<file path="src/rtl/s2m_pkg.sv">
// s2m_pkg: shared constants, types and helpers for the stream-to-memory
// width packer.
//   S2M_OUT_W    output beat width (bits)
//   S2M_EMPTY_W  width of the beat empty count
//   s2m_state_e  packet framing state (IDLE / IN_PKT)
//   s2m_beat_t   one output beat: data, sop, eop, empty
//   calc_empty   empty bytes of a beat whose last word sits in lane idx
package s2m_pkg;

  localparam int S2M_OUT_W   = 512;
  localparam int S2M_EMPTY_W = 6;

  typedef enum logic {
    S2M_IDLE   = 1'b0,
    S2M_IN_PKT = 1'b1
  } s2m_state_e;

  typedef struct packed {
    logic [S2M_OUT_W-1:0]   data;
    logic                   sop;
    logic                   eop;
    logic [S2M_EMPTY_W-1:0] empty;
  } s2m_beat_t;

  // Lanes above idx are unused, each worth bpw bytes, plus the empty
  // bytes of the last word itself.
  function automatic int unsigned calc_empty(int unsigned idx,
                                             int unsigned in_empty,
                                             int unsigned ratio = S2M_OUT_W / 64,
                                             int unsigned bpw   = 8);
    return (ratio - 1 - idx) * bpw + in_empty;
  endfunction

endpackage

</file>
<file path="src/rtl/s2m_pack_stats.sv">
// s2m_pack_stats: packet and beat counters on the packer output.
//   clk_i, rst_i    clock, synchronous active-high reset
//   beat_hs_i       output beat handshake this cycle
//   eop_i           handshaken beat carries eop
//   stat_pkts_o     eop beats handshaken (wraps at 2^32)
//   stat_beats_o    beats handshaken (wraps at 2^32)
module s2m_pack_stats (
  input  logic        clk_i,
  input  logic        rst_i,
  input  logic        beat_hs_i,
  input  logic        eop_i,
  output logic [31:0] stat_pkts_o,
  output logic [31:0] stat_beats_o
);

  logic [31:0] pkts_q, beats_q;

  always_ff @(posedge clk_i) begin
    if (rst_i) begin
      pkts_q  <= '0;
      beats_q <= '0;
    end else if (beat_hs_i) begin
      beats_q <= beats_q + 32'd1;
      if (eop_i) pkts_q <= pkts_q + 32'd1;
    end
  end

  assign stat_pkts_o  = pkts_q;
  assign stat_beats_o = beats_q;

endmodule

</file>
<file path="src/rtl/s2m_stream_width_packer.sv">
// s2m_stream_width_packer: packs a narrow Avalon-ST packet stream into
// OUT_W-bit beats for the stream-to-memory DMA sink. Word 0 of a beat sits
// in bits [IN_W-1:0]; partial final beats flush on eop with an empty count.
//   clk_clk, reset_reset        clock, synchronous active-high reset
//   in_*                        narrow input stream (data/valid/ready/sop/eop/empty)
//   out_*                       wide output beat (data/valid/ready/sop/eop/empty)
//   err_sop_mid                 sticky: sop arrived inside an open packet
//   err_eop_orphan              sticky: word arrived outside a packet without sop
//   stat_pkts, stat_beats       output counters, present only when
//                               S2M_PACKER_STATS_EN is defined
module s2m_stream_width_packer
  import s2m_pkg::*;
#(
  parameter int IN_W  = 64,
  parameter int OUT_W = S2M_OUT_W
) (
  input  logic                         clk_clk,
  input  logic                         reset_reset,
  input  logic [IN_W-1:0]              in_data,
  input  logic                         in_valid,
  output logic                         in_ready,
  input  logic                         in_sop,
  input  logic                         in_eop,
  input  logic [$clog2(IN_W/8)-1:0]    in_empty,
  output logic [OUT_W-1:0]             out_data,
  output logic                         out_valid,
  input  logic                         out_ready,
  output logic                         out_sop,
  output logic                         out_eop,
  output logic [$clog2(OUT_W/8)-1:0]   out_empty,
  output logic                         err_sop_mid,
  output logic                         err_eop_orphan
`ifdef S2M_PACKER_STATS_EN
  ,
  output logic [31:0]                  stat_pkts,
  output logic [31:0]                  stat_beats
`endif
);

  localparam int RATIO = OUT_W / IN_W;
  localparam int IDX_W = $clog2(RATIO);
  localparam int EW    = $clog2(OUT_W / 8);

  s2m_state_e                  state_q, state_d;
  logic [IDX_W-1:0]            idx_q;
  logic [RATIO-1:0][IN_W-1:0]  acc_q;
  logic                        bsop_q;   // sop flag of the beat being assembled
  s2m_beat_t                   beat_q, beat_d;
  logic                        out_valid_q;
  logic                        err_sop_mid_q, err_eop_orphan_q;

  logic                        sop_mid, flush, ready_int;
  logic                        acc_word, complete, eff_sop;
  logic [RATIO-1:0][IN_W-1:0]  full;
  int unsigned                 last_idx;

  // State register
  always_ff @(posedge clk_clk) begin
    if (reset_reset) state_q <= S2M_IDLE;
    else             state_q <= state_d;
  end

  // Next state: a flush closes the open packet so the held sop word
  // enters next cycle as a fresh packet from IDLE.
  always_comb begin
    state_d = state_q;
    if (flush)         state_d = S2M_IDLE;
    else if (acc_word) state_d = in_eop ? S2M_IDLE : S2M_IN_PKT;
  end

  // Outputs of the framing FSM: a sop arriving over a partial beat stalls
  // the input for the cycle in which that partial beat is flushed.
  always_comb begin
    sop_mid   = (state_q == S2M_IN_PKT) && in_valid && in_sop && (idx_q != '0);
    ready_int = !reset_reset && !sop_mid && (!out_valid_q || out_ready);
    flush     = !reset_reset &&  sop_mid && (!out_valid_q || out_ready);
  end

  assign in_ready = ready_int;
  assign acc_word = in_valid && ready_int;
  assign complete = acc_word && ((idx_q == IDX_W'(RATIO - 1)) || in_eop);
  // Words outside a packet are treated as starting one.
  assign eff_sop  = in_sop || (state_q == S2M_IDLE);

  // Beat image: filled lanes from acc, the incoming word in lane idx,
  // zeros above.
  always_comb begin
    full = '0;
    for (int l = 0; l < RATIO; l++) begin
      if (IDX_W'(l) < idx_q)                 full[l] = acc_q[l];
      else if (IDX_W'(l) == idx_q && !flush) full[l] = in_data;
    end
  end

  always_comb begin
    last_idx     = 32'(idx_q) - (flush ? 32'd1 : 32'd0);
    beat_d       = beat_q;
    beat_d.data  = S2M_OUT_W'(full);
    beat_d.sop   = flush ? bsop_q : ((idx_q == '0) ? eff_sop : bsop_q);
    beat_d.eop   = flush || in_eop;
    beat_d.empty = '0;
    if (flush)
      beat_d.empty = S2M_EMPTY_W'(calc_empty(last_idx, 0, RATIO, IN_W / 8));
    else if (in_eop)
      beat_d.empty = S2M_EMPTY_W'(calc_empty(last_idx, 32'(in_empty), RATIO, IN_W / 8));
  end

  always_ff @(posedge clk_clk) begin
    if (reset_reset) begin
      idx_q            <= '0;
      bsop_q           <= 1'b0;
      beat_q           <= '0;
      out_valid_q      <= 1'b0;
      err_sop_mid_q    <= 1'b0;
      err_eop_orphan_q <= 1'b0;
    end else begin
      if (flush || complete) begin
        beat_q      <= beat_d;
        out_valid_q <= 1'b1;
        idx_q       <= '0;
      end else begin
        if (out_ready) out_valid_q <= 1'b0;
        if (acc_word) begin
          idx_q <= idx_q + IDX_W'(1);
          if (idx_q == '0) bsop_q <= eff_sop;
        end
      end
      if (flush || (acc_word && in_sop && state_q == S2M_IN_PKT)) err_sop_mid_q <= 1'b1;
      if (acc_word && !in_sop && state_q == S2M_IDLE)             err_eop_orphan_q <= 1'b1;
    end
  end

  // Lanes above idx are masked when the beat is built, so acc needs no reset.
  always_ff @(posedge clk_clk) begin
    if (acc_word && !complete) acc_q[idx_q] <= in_data;
  end

  assign out_data       = beat_q.data[OUT_W-1:0];
  assign out_valid      = out_valid_q;
  assign out_sop        = beat_q.sop;
  assign out_eop        = beat_q.eop;
  assign out_empty      = beat_q.empty[EW-1:0];
  assign err_sop_mid    = err_sop_mid_q;
  assign err_eop_orphan = err_eop_orphan_q;

`ifdef S2M_PACKER_STATS_EN
  s2m_pack_stats u_stats (
    .clk_i        (clk_clk),
    .rst_i        (reset_reset),
    .beat_hs_i    (out_valid_q && out_ready),
    .eop_i        (beat_q.eop),
    .stat_pkts_o  (stat_pkts),
    .stat_beats_o (stat_beats)
  );
`endif

endmodule
</file>
<file path="config.mk">
export PLATFORM = sky130hd
export DESIGN_NAME = s2m_stream_width_packer
export DESIGN_NICKNAME = d
export VERILOG_FILES = /design/src/rtl/s2m_pkg.sv /design/src/rtl/s2m_pack_stats.sv /design/src/rtl/s2m_stream_width_packer.sv
export SDC_FILE = /design/constraint.sdc
export NUM_CORES = 1
export LEC_CHECK = 0
export ABC_AREA = 1
export CORE_MARGIN = 8
export CORE_UTILIZATION = 55
export DETAILED_ROUTE_END_ITERATION = 6
export MAX_ROUTING_LAYER = met4
export PLACE_DENSITY = 0.76
export SYNTH_ARGS = -nofsm -noshare
export SYNTH_HDL_FRONTEND = slang
export SYNTH_SLANG_ARGS = --single-unit
</file>
<file path="constraint.sdc">
create_clock -name clk_clk -period 9.8 [get_ports clk_clk]
set_input_delay 1.96 -clock clk_clk [delete_from_list [all_inputs] [get_ports clk_clk]]
set_output_delay 1.96 -clock clk_clk [all_outputs]
set_load 0.05 [all_outputs]
</file>
* Word level (Yosys, flattened, before mapping)
Cells that the tools add are included.
W data, S select, Z words.
** Word-level totals
- Register bits after elaboration :: 1040
- Bits of input ports :: 73
** Cells by class
- Add/sub/neg operators :: 4
- $lt $le $gt $ge :: 10
- Eq/ne operators :: 8
- Multiplexer cells :: 27
- Bitwise gates (word level) :: 2
- Reduce and logical (&&, ||, !) cells :: 41
** Operator list (count)
- $mux W64 :: 17
- $bwmux W512 :: 1
- $demux W64 S3 :: 1
- $logic_and A1 B1 Y1 :: 23
- $eq A3 B3 Y1 const A :: 4
- $lt A3 B3 Y1 const A :: 4
- $mux W6 :: 2
- $add A6 B4 Y6 :: 1
- $eq A2 B3 Y1 const A :: 2
- $logic_not A1 Y1 :: 6
- $logic_or A1 B1 Y1 :: 6
- $lt A1 B3 Y1 const A :: 2
- $lt A2 B3 Y1 const A :: 2
- $mux W1 :: 6
- $lt A3 B4 Y1 const B :: 1
- $reduce_or A2 Y1 :: 2
- $add A3 B1 Y3 const B :: 1
- $eq A1 B3 Y1 const A :: 1
- $eq A3 B3 Y1 const B :: 1
- $ge A3 B1 Y1 const B :: 1
- $logic_not A3 Y1 :: 1
- $reduce_bool A3 Y1 :: 1
- $sub A1 B3 Y3 const A :: 1
- $sub A3 B1 Y3 :: 1
- 3 further kinds :: 4

* Depth between registers and ports, before layout
- Word-level depth :: 11
- Gate-level depth with buffers :: 13
- Mapped depth without buffers :: 12

* Worst setup path before layout
OpenSTA, ideal clock, no wires.
- Path kind :: in2reg
- Start point :: input out_ready
- End point :: register acc_q[128] (netlist name) (enable)
- Arrival :: 7.104 ns
- Slack :: 2.131 ns
- Stages :: 6
- Buffers on the path :: 0
- Cell sequence :: inv_1 nand2_1 nand2_1 nor3_2 nand3_1 nor3_1
** Between the ends
- Word-level cells in the longest chain between the ends :: 6
** Ends and longest elaborated chain
- start, declared :: line s2m_stream_width_packer.sv:27 : input logic out_ready,
- $logic_or A1 B1 Y1 * :: line s2m_stream_width_packer.sv:75 : ready_int = !reset_reset && !sop_mid && (!out_valid_q || out_ready);
- $logic_and A1 B1 Y1 * :: line s2m_stream_width_packer.sv:75
- $logic_and A1 B1 Y1 * :: line s2m_stream_width_packer.sv:80 : assign acc_word = in_valid && ready_int;
- $logic_and A1 B1 Y1 :: line s2m_stream_width_packer.sv:81 : assign complete = acc_word && ((idx_q == IDX_W'(RATIO - 1)) || in_eop);
- $logic_not A1 Y1 :: line s2m_stream_width_packer.sv:135 : if (acc_word && !complete) acc_q[idx_q] <= in_data;
- $logic_and A1 B1 Y1 * :: line s2m_stream_width_packer.sv:135
- end signal, assigned by index :: line s2m_stream_width_packer.sv:135
- end, declared :: line s2m_stream_width_packer.sv:46 : logic [RATIO-1:0][IN_W-1:0] acc_q;
Every way passes the cells marked *; elsewhere a longest branch is shown, timed or not.
A chain may end at the register's enable or synchronous reset.

* Worst setup path after layout
- Start point :: input reset_reset
- End point :: output in_ready
** Between the ends
- Word-level cells in the longest chain between the ends :: 3
** Ends and longest elaborated chain
- start, declared :: line s2m_stream_width_packer.sv:18 : input logic reset_reset,
- $logic_not A1 Y1 :: line s2m_stream_width_packer.sv:75
- $logic_and A1 B1 Y1 (2 in a row) :: line s2m_stream_width_packer.sv:75
- end, declared :: line s2m_stream_width_packer.sv:21 : output logic in_ready,
No other way between the ends.

==> flow_summary.ini <==
[critical_path]
cp-end-kind = output pin
path_class = in -> out
startpoint = reset_reset
worstPathRequired_ns = 7.84
crit_arrival_ns = 4.38
worstPathMaxFanout = 138
r2r_start = idx_q[0]
start_kind = input pin

[placed_design]
dp_hpwl_mm = 77.96
place_ws_ns = 3.273
io_buffers = 596
gp_congestion = 0.8538

[logic_synthesis]
syn_area_per_cell_sq_um = 8.314
yosys.area_share.simple_pct = 35.31
syn-num-nets = 5084
ys_types = 24
synth_top_family_by_area = simple AND/OR/NAND/NOR gates
ys_seq_area_share_pct = 57.73
synth_mux_area_share_pct = 0
synth_area_leaders = edfxtp_1, dfxtp_1, nand2_1, nor2_1, nand3_1
ys_ff_latch = 976
syn-cell-area_sq_um = 41610
synth_xor_area_share_pct = 0.02105
synth_fa_ha_area_share_pct = 0.1804
yosys_warnings = 0
netlist.area_leader.share_pct = 32.33
synth.largest_area_cell = edfxtp_1
syn_inst = 5005
synth_compound_area_share_pct = 0.9321

[clocking]
cts_buffers = 100
cts_root_buffer = clkbuf_16
cts_buffer_depth = 3
cts.sinks = 976
cts_tree = yes
htreeDepth = 3
clock_latency_ns = 0.66
clk_pin_slew_ns = 0.06
cts_setup_buffers = 0
ctsResizeCount = 0
holdBufCountCts = 0

[floorplan]
core_sq_um = 75440
placementRows = 101
die_h_um = 291.1
die_area_sq_um = 84720
ios = 597
die-width_um = 291.1
initial_core_util_pct = 55.16

[power_and_ir_drop]
p_per_area_nw_per_um2 = 185.4
ir_worst_vdd_uv = 155.4
p_leak_nw = 22.09
finalPower_mw = 9.473

[timing]
slew_violations = 0
finalHoldViolations = 0
fin_skew_ns = 0.02082
fin_crit_ns = 6.338
post-route-period-util_pct = 64.67
tightest_slew_ns = 1.193
finalSetupTns_ns = 0
rsz0062_at_grt = false
setup_violations = 0
fin_ws_ns = 3.462
max_freq_mhz = 157.8
slew_headroom_pct = 20.30

[global_routing]
antenna_found_initial = 0
grt_pass1_vias = 32990
grt_max_degree = 181
grt_first_pass_wirelength_mm = 203.2
grt_usage_pct = 31.13
grt.overflow.total = 0

[route]
drt_iter0_drc = 3648
wire_per_inst_um = 21.01
drc = 0
vias = 35740
antenna_left = 0
viasPerCell = 5.545
dr.pass1.iters = 6
wl_mm = 135.4

[layout]
layout_common_cells = nand2_1, nor2_1, clkdlybuf4s50_1
drive_gt1_share_pct = 5.395
nets = 5460
final_common_cell = nand2_1
syn_to_final_growth_pct = 22.77
n_antenna_cell = 0

[min_path]
hp-class = reg -> reg
hp-start = out_data[502]

[run_status]
status = completed

[flow_run]
maxCapViolations = 0
-- stage by stage --
| stage | util (%) | instance area [sq um] | instances | hold slack (ns) |
|---|---|---|---|---|
| floorplan | - | 41610 | 5005 | 0.4630 |
| global placement | 63.28 | 47740 | 6257 | 0.4270 |
| detailed placement | 63.28 | 47740 | 6257 | 0.4340 |
| CTS | 67.72 | 51090 | 6446 | 0.4480 |
| global route | 67.72 | 51090 | 6446 | 0.4608 |
| finish | 67.72 | 51090 | 6446 | 0.4460 |
-- synthesized netlist by cell type --
library cell,count
nand2_1,1255
buf_1,38
nor2_1,1133
nor3_1,4
buf_2,170
nand3_1,585
o21ai_0,68
edfxtp_1,448
nor3_2,1
nand4_1,1
ha_1,6
a21oi_1,6
clkbuf_1,154
or2_2,64
a21oi_2,2
xnor2_1,1
inv_2,5
nand2_2,1
dfxtp_1,528
inv_1,220
nand3b_1,309
buf_4,1
nor2_2,3
nor2_4,2
-- cells by family after synthesis --
logic type | count (synthesis)
AOI/OAI and AO/OA | 76
adders and majority gates | 6
buffers and inverters | 588
and+or+nand+nor | 3358
DFF | 976
xor gates and xnor gates | 1
-- power by group --
group          internal, mW  switching, mW  leakage (nW)
Clock                  2.26           1.63          1.65
Combinational         0.336          0.803          12.1
Sequential             4.37         0.0766          8.35
-- routing by layer --
layer	global-route usage (%)	share of wire (%)	vias up	wire length, um
li1	-	-	16780	-
met1	39.73	40	16870	53560
met2	49.03	47	1839	63060
met3	6.696	10	250	13700
met4	11.04	3.8	0	5102
met5	-	0	-	0
-- area by class of cell --
cell class / count / area, sq um
Timing Repair Buffer: 637 / 6312
Clock buffer: 141 / 2873
Inverter: 225 / 853.3
Sequential cell: 976 / 24030
Tap cell: 978 / 1224
Fill cell: 6064 / 24350
Multi-Input combinational cell: 3441 / 15320
Clock inverter: 48 / 474.2
-- critical path, stage by stage --
cell	delay, ns
buf_6	0.31
inv_8	0.75
nand2_1	0.31
nor2_1	0.18
clkdlybuf4s50_1	0.81
-- flip-flops by register name, indices dropped and copies added (netlist names), 3 cells and up --
| register | flops |
|---|---|
| out_data | 512 |
| acc_q | 448 |
| out_empty | 6 |
| idx_q | 3 |
-- path summary, 6_finish.rpt --
path / end / slack [ns] / cells after the start
max: in_ready / 3.46 / 5
min reg2reg: out_data[502] / 0.45 / 2
max reg2reg: out_data[473] / 4.28 / 11
min: out_data[502] / 0.45 / 2
Note: power is estimated with default switching activity, not from simulation.
